[config.mk]
export PLATFORM = sky130hd
export DESIGN_NAME = uart_rx_loopback_buf
export DESIGN_NICKNAME = d
export VERILOG_FILES = /design/src/rtl/uart_rx_loopback_buf.sv
export SDC_FILE = /design/constraint.sdc
export NUM_CORES = 1
export LEC_CHECK = 0
export BUFFER_PORTS_ARGS = -buffer_cell sky130_fd_sc_hd__buf_4
export CORE_UTILIZATION = 55
export DETAILED_ROUTE_END_ITERATION = 7
export PLACE_DENSITY_LB_ADDON = 0.2
export SYNTH_ARGS = -nofsm -noshare
export SYNTH_HDL_FRONTEND = slang
export SYNTH_SLANG_ARGS = --single-unit
[constraint.sdc]
create_clock -name clk -period 2.9 [get_ports clk]
set_clock_uncertainty 0.05 [all_clocks]
set_input_delay 0.145 -clock clk [delete_from_list [all_inputs] [get_ports clk]]
set_output_delay 0.145 -clock clk [all_outputs]
set_load 0.005 [all_outputs]
[src/rtl/uart_rx_loopback_buf.sv]
// Loopback buffer between the UART receive and transmit sides: received bytes are queued
// in a circular RAM and replayed in order through a prefetching valid/ready output register.
module uart_rx_loopback_buf #(
   parameter int P_DATA_WIDTH = 8,
   parameter int P_FIFO_DEPTH = 16,
   parameter int P_ADDR_WIDTH = 4
) (
   input  logic                    clk,
   input  logic                    w_user_rst,
   input  logic [P_DATA_WIDTH-1:0] i_rx_data,
   input  logic                    i_rx_valid,
   output logic [P_DATA_WIDTH-1:0] o_tx_data,
   output logic                    o_tx_valid,
   input  logic                    i_tx_ready,
   output logic [P_ADDR_WIDTH:0]   o_fifo_count,
   output logic                    o_full,
   output logic                    o_empty,
   output logic                    o_overflow,
   input  logic                    i_clear_overflow
);

   localparam logic [P_ADDR_WIDTH:0]   L_CNT_FULL = (P_ADDR_WIDTH+1)'(P_FIFO_DEPTH);
   localparam logic [P_ADDR_WIDTH:0]   L_CNT_ONE  = (P_ADDR_WIDTH+1)'(1);
   localparam logic [P_ADDR_WIDTH-1:0] L_PTR_ONE  = P_ADDR_WIDTH'(1);

   logic [P_DATA_WIDTH-1:0] mem_q [P_FIFO_DEPTH];

   logic [P_ADDR_WIDTH-1:0] wp_q, wp_d;
   logic [P_ADDR_WIDTH-1:0] rp_q, rp_d;
   logic [P_ADDR_WIDTH:0]   count_q, count_d;
   logic                    tx_valid_q, tx_valid_d;
   logic [P_DATA_WIDTH-1:0] tx_data_q, tx_data_d;
   logic                    overflow_q, overflow_d;

   logic full, empty, wr_en, drop, hs, load;

   always_comb begin
      full  = (count_q == L_CNT_FULL);
      empty = (count_q == '0);
      // Full is judged on the pre-edge count, so a same-edge pop never rescues a byte.
      wr_en = i_rx_valid & ~full;
      drop  = i_rx_valid & full;
      hs    = tx_valid_q & i_tx_ready;
      load  = (~tx_valid_q | hs) & ~empty;

      wp_d = wr_en ? wp_q + L_PTR_ONE : wp_q;
      rp_d = load  ? rp_q + L_PTR_ONE : rp_q;

      count_d = count_q;
      if (wr_en && !load) begin
         count_d = count_q + L_CNT_ONE;
      end else if (load && !wr_en) begin
         count_d = count_q - L_CNT_ONE;
      end

      tx_valid_d = tx_valid_q;
      tx_data_d  = tx_data_q;
      if (load) begin
         tx_valid_d = 1'b1;
         tx_data_d  = mem_q[rp_q];
      end else if (hs) begin
         tx_valid_d = 1'b0;
      end

      // A drop on the same edge as a clear leaves the flag set.
      overflow_d = overflow_q;
      if (drop) begin
         overflow_d = 1'b1;
      end else if (i_clear_overflow) begin
         overflow_d = 1'b0;
      end
   end

   always_ff @(posedge clk or posedge w_user_rst) begin
      if (w_user_rst) begin
         wp_q       <= '0;
         rp_q       <= '0;
         count_q    <= '0;
         tx_valid_q <= 1'b0;
         tx_data_q  <= '0;
         overflow_q <= 1'b0;
      end else begin
         wp_q       <= wp_d;
         rp_q       <= rp_d;
         count_q    <= count_d;
         tx_valid_q <= tx_valid_d;
         tx_data_q  <= tx_data_d;
         overflow_q <= overflow_d;
      end
   end

   // RAM contents are don't-care after reset; only the pointers define what is stored.
   always_ff @(posedge clk) begin
      if (wr_en) begin
         mem_q[wp_q] <= i_rx_data;
      end
   end

   assign o_tx_data    = tx_data_q;
   assign o_tx_valid   = tx_valid_q;
   assign o_fifo_count = count_q;
   assign o_full       = full;
   assign o_empty      = empty;
   assign o_overflow   = overflow_q;

endmodule

* Word-level counts from Yosys, hierarchy flattened
Memory sizes are Yosys's and may differ from the RTL's. A register that Yosys moved wholly into a read port is not among the register bits.
Cells that the tools add are included.
** Word-level totals
- Register bits :: 15
- Bits in writable memories :: 128
- Bits of input ports :: 13
- Output and inout bits :: 17
- Word-level logic and storage cells :: 35
- Memories :: 1
** Cells by class
- $add $sub $neg :: 4
- Eq/ne operators :: 1
- Mux-type cells :: 8
- Bitwise gates (word level) :: 8
- Reductions and logical operators :: 8
** Memory list
- mem_q :: words 16, bits a word 8, read ports 1, clocked after memory_dff 1, wr ports 1, RTL line 26 : logic [P_DATA_WIDTH-1:0] mem_q [P_FIFO_DEPTH];
** Operators with widths (count)
- $mux W5 :: 2
- $add A4 B1 Y4 const B :: 2
- $mux W1 :: 6
- $reduce_bool A2 Y1 :: 3
- $add A5 B1 Y5 const B :: 1
- $eq A5 B5 Y1 const B :: 1
- $logic_not A5 Y1 :: 1
- $sub A5 B1 Y5 const B :: 1
- $and A1 B1 Y1 :: 4
- $not A1 Y1 :: 3
- $logic_and A1 B1 Y1 :: 2
- $logic_not A1 Y1 :: 2
- $or A1 B1 Y1 :: 1

* Depth between registers and ports, before layout
- Depth after elaboration :: 7
- Mapped depth :: 10
- Mapped depth without buffers :: 9

* Worst setup path before layout
OpenSTA, ideal clock, no wires.
- Kind :: reg2reg
- Start point :: register count_q[0] (netlist: o_fifo_count[0])
- End point :: register count_q[4] (netlist: o_fifo_count[4])
- Setup time :: 80 ps
- Data arrival time :: 2697 ps
- Required time :: 2770 ps
- Slack :: 73 ps
- Stages on the path, launching flop included :: 11
- Buffers on the path :: 1
- Period minus slack after synthesis :: 2827 ps
- Cells stage by stage :: dfrtp_1 > or4_1 > o21ai_1 > buf_4 > ha_1 > inv_1 > fa_1 > a21o_1 > a21oi_1 > mux2i_1 > xnor2_1
** Between the ends
- Word-level cells in the longest chain between the ends :: 6
- Elaborated cells on any way between the ends :: 15
- Classes of those cells :: 2 x add/sub; 1 x eq/ne; 2 x mux; 4 x bitwise; 6 x reduce/logical
** Ends and longest elaborated chain
- start, declared :: RTL line 30 : logic [P_ADDR_WIDTH:0] count_q, count_d;
- start signal, assigned :: RTL line 85 : count_q <= count_d;
- branches (longest 6 deep; another with $sub A5 B1 Y5)
Parallel ways; which one is timed is not known. The select of a mux whose other input is x is not followed.
A chain may end at the register's enable or synchronous reset.

* Worst setup path after layout
- Start point :: register count_q[1] (netlist: o_fifo_count[1])
- End point :: register count_q[4] (netlist: o_fifo_count[4])
The elaborated chain is that of the path after synthesis.

==> metrics <==
synth warn=0; Initial DRC Count=188; Core Region=0.0108 mm2; Mapped Area=0.00611 mm2; final core area utilization=~67%; most common cell in the synthesized netlist=edfxtp_1; Chip Width=107 um; PD cells=1000 mW/mm2; initial antenna violation count=0; Die Span Y=107 um; row cnt=38; total setup buffers inserted after CTS=0; Post-Syn Area per Cell=between 15 and 20 um2; CP Capture Type=register; maximum capacitance violations=0; share of cells above drive strength 1=26.2%; final WL=around 12,000 um; area delta synth->final=18.4%; initial core utilization=56.4%; final slew viol count=0; root buffer cell=clkbuf_8; leakage=2.62 nW; clock tree buffer depth=2; Nets=399; Synth area leaders=edfxtp_1, dfrtp_1, mux4_2; ys async rst share=15.2%; Clk pin slew, worst setup/hold paths=0.06 ns; grt ovf=0; setup tns final=0 ns; Worst Path Required=3.30 ns; Final Hold Vio Count=0; RSZ-0062 raised after global routing=false; clock latency on the worst-skew pair=approximately 0.52 ns; # clock sinks=151; Power, Total=7.24 mW; Gate Count Post-Synth=about 320; Yosys reg bits=151; Worst Max-Slew Pin Slew=roughly 1.0 ns; Vias/cell=5.78; number of global-route vias before repair=3,134; pin count of the biggest net entering global routing=36; min Tclk post-route=between 2 and 3 ns; WP data arrival=3.14 ns; GPL Wtd Cong=0.769; PortBufs=29; Non-Filler Instances=529; share of the synthesized area in the top cell type=a little over three fifths; Num CTS Buffers=17; EDFF count, synth=about 130; largest area contributor in the netlist=edfxtp_1; worst hold-check path type=in2async; CTS tree=yes; worst slack, placed=0.134 ns; final setup margin=0.157 ns; peak supply drop=just over 0.7 mV; Mapped Nets=341; GR Util All Layers=22.4%; Setup Crit Path Kind=reg2reg; Die Area=0.0115 mm2; routed wire length per instance=22.2 um; first-pass GRT wire length=17,700 um; Tcrit/Tclk final=94.6%; most instantiated cells after synthesis=edfxtp_1, dfrtp_1, mux4_2; Routed Antenna Nets=0; final setup vio count=0; reg-to-reg setup timing slack=0.16 ns; drt pass-1 iters=5; Worst Setup Start Kind=register; # IOs=30; Post-synth top flop=edfxtp_1; htree depth=4; worst relative slew slack=33.0%; Fmax achieved=between 300 and 400 MHz; Storage cell area=roughly 0.0044 mm2; Worst Path Max Fanout=6; Filler cells=between 700 and 800; sequential fraction of the synthesis area=72.3%; DRC=0; HPWL Detailed=7030 um; routed vias=3,059; number of distinct library cells after synthesis=34; placed cell count=485; outcome=complete, no violations; ANT cells=0; Multi-input gate area=0.00155 mm2
-- routing by layer --
layer	wire [um]	part of all wire, %	global-route usage [%]	vias up
li1	-	-	-	1380
met1	4990	42	30.6	1565
met2	5870	50	35.6	105
met3	780	6.6	6.05	9
met4	123	1.0	7.05	0
met5	0	0	0	-
-- cells in the final DEF (no fill, tap or decap), types with 10 or more instances in the layout --
master         Yosys  layout
dfrtp_1           23      22
buf_4              2      44
a21oi_1           10      10
mux4_2            23      23
dlygate4sd3_1      0      12
edfxtp_1         128     128
nor2_1            17      17
clkbuf_16          0      16
-- sequential cells by signal, indices dropped and copies added, names as in the netlist --
register and flops:
mem_q 128, o_fifo_count 5, o_overflow 1, o_tx_data 8, o_tx_valid 1, rp_q 4
wp_q 4
-- power breakdown --
group          leakage [nW]  switching (mW)  internal (mW)
logic                 0.900           0.944           1.08
registers              1.43           0.329           2.70
clock network         0.289           0.837           1.35
total                  2.62            2.11           5.13
-- worst max-delay path, cell delays in order, from the launching register on --
cell	delay, ns
dfrtp_1	0.44
or4_1	0.57
o21ai_2	0.17
ha_1	0.19
inv_1	0.10
fa_1	0.42
a21o_1	0.19
a21oi_1	0.17
mux2i_1	0.23
xnor2_1	0.13
-- kinds of logic (layout without fill, tap and decap cells) --
| family | Yosys count | in the layout | synth area share [%] |
|---|---|---|---|
| AO/OA/AOI/OAI | 34 | 34 | 3.95 |
| XOR/XNOR | 10 | 10 | 1.43 |
| adder cells (fa/ha/maj) | 10 | 10 | 2.17 |
| buffers and inverters | 24 | 95 | 2.37 |
| flip-flops | 151 | 151 | 72.3 |
| multiplexers | 43 | 43 | 14.2 |
| AND/OR/NAND/NOR | 46 | 46 | 3.56 |
-- per-stage QoR --
step | area (um2) | hold WS, ns
2_1_floorplan | 6110 | 0.0969
3_3_place_gp | 6520 | 0.343
3_5_place_dp | 6520 | 0.348
4_1_cts | 7230 | 0.368
5_1_grt | 7230 | 0.425
6_report | 7230 | 0.354
-- path summary, 6_finish.rpt --
| kind | start | to | depth (start not counted) |
|---|---|---|---|
| max in group asynchronous | w_user_rst | rp_q[0] | 3 |
| min in group clk | i_clear_overflow | o_overflow | 4 |
| worst min-delay path | w_user_rst | o_tx_data[5] | 3 |
| worst max-delay path | o_fifo_count[1] | o_fifo_count[4] | 9 |
| worst min register to register | o_tx_data[1] | o_tx_data[1] | 1 |
| worst max register to register | o_fifo_count[1] | o_fifo_count[4] | 9 |
-- area by class of cell --
type | count | area share (%)
inverter | 6 | 0.311
multi-input combinational | 143 | 21.4
clock inverter | 12 | 2.08
tap | 140 | 2.42
sequential | 151 | 61.1
timing repair buffer | 57 | 6.50
clock buffer | 20 | 6.16
-- what timing repair did --
action	in CTS	in global routing
endpoints found under the setup margin	0	1
hold buffers	12	0
hold endpoints to repair	153	0
resized for setup	0	1
(Power assumes the default switching activity.)
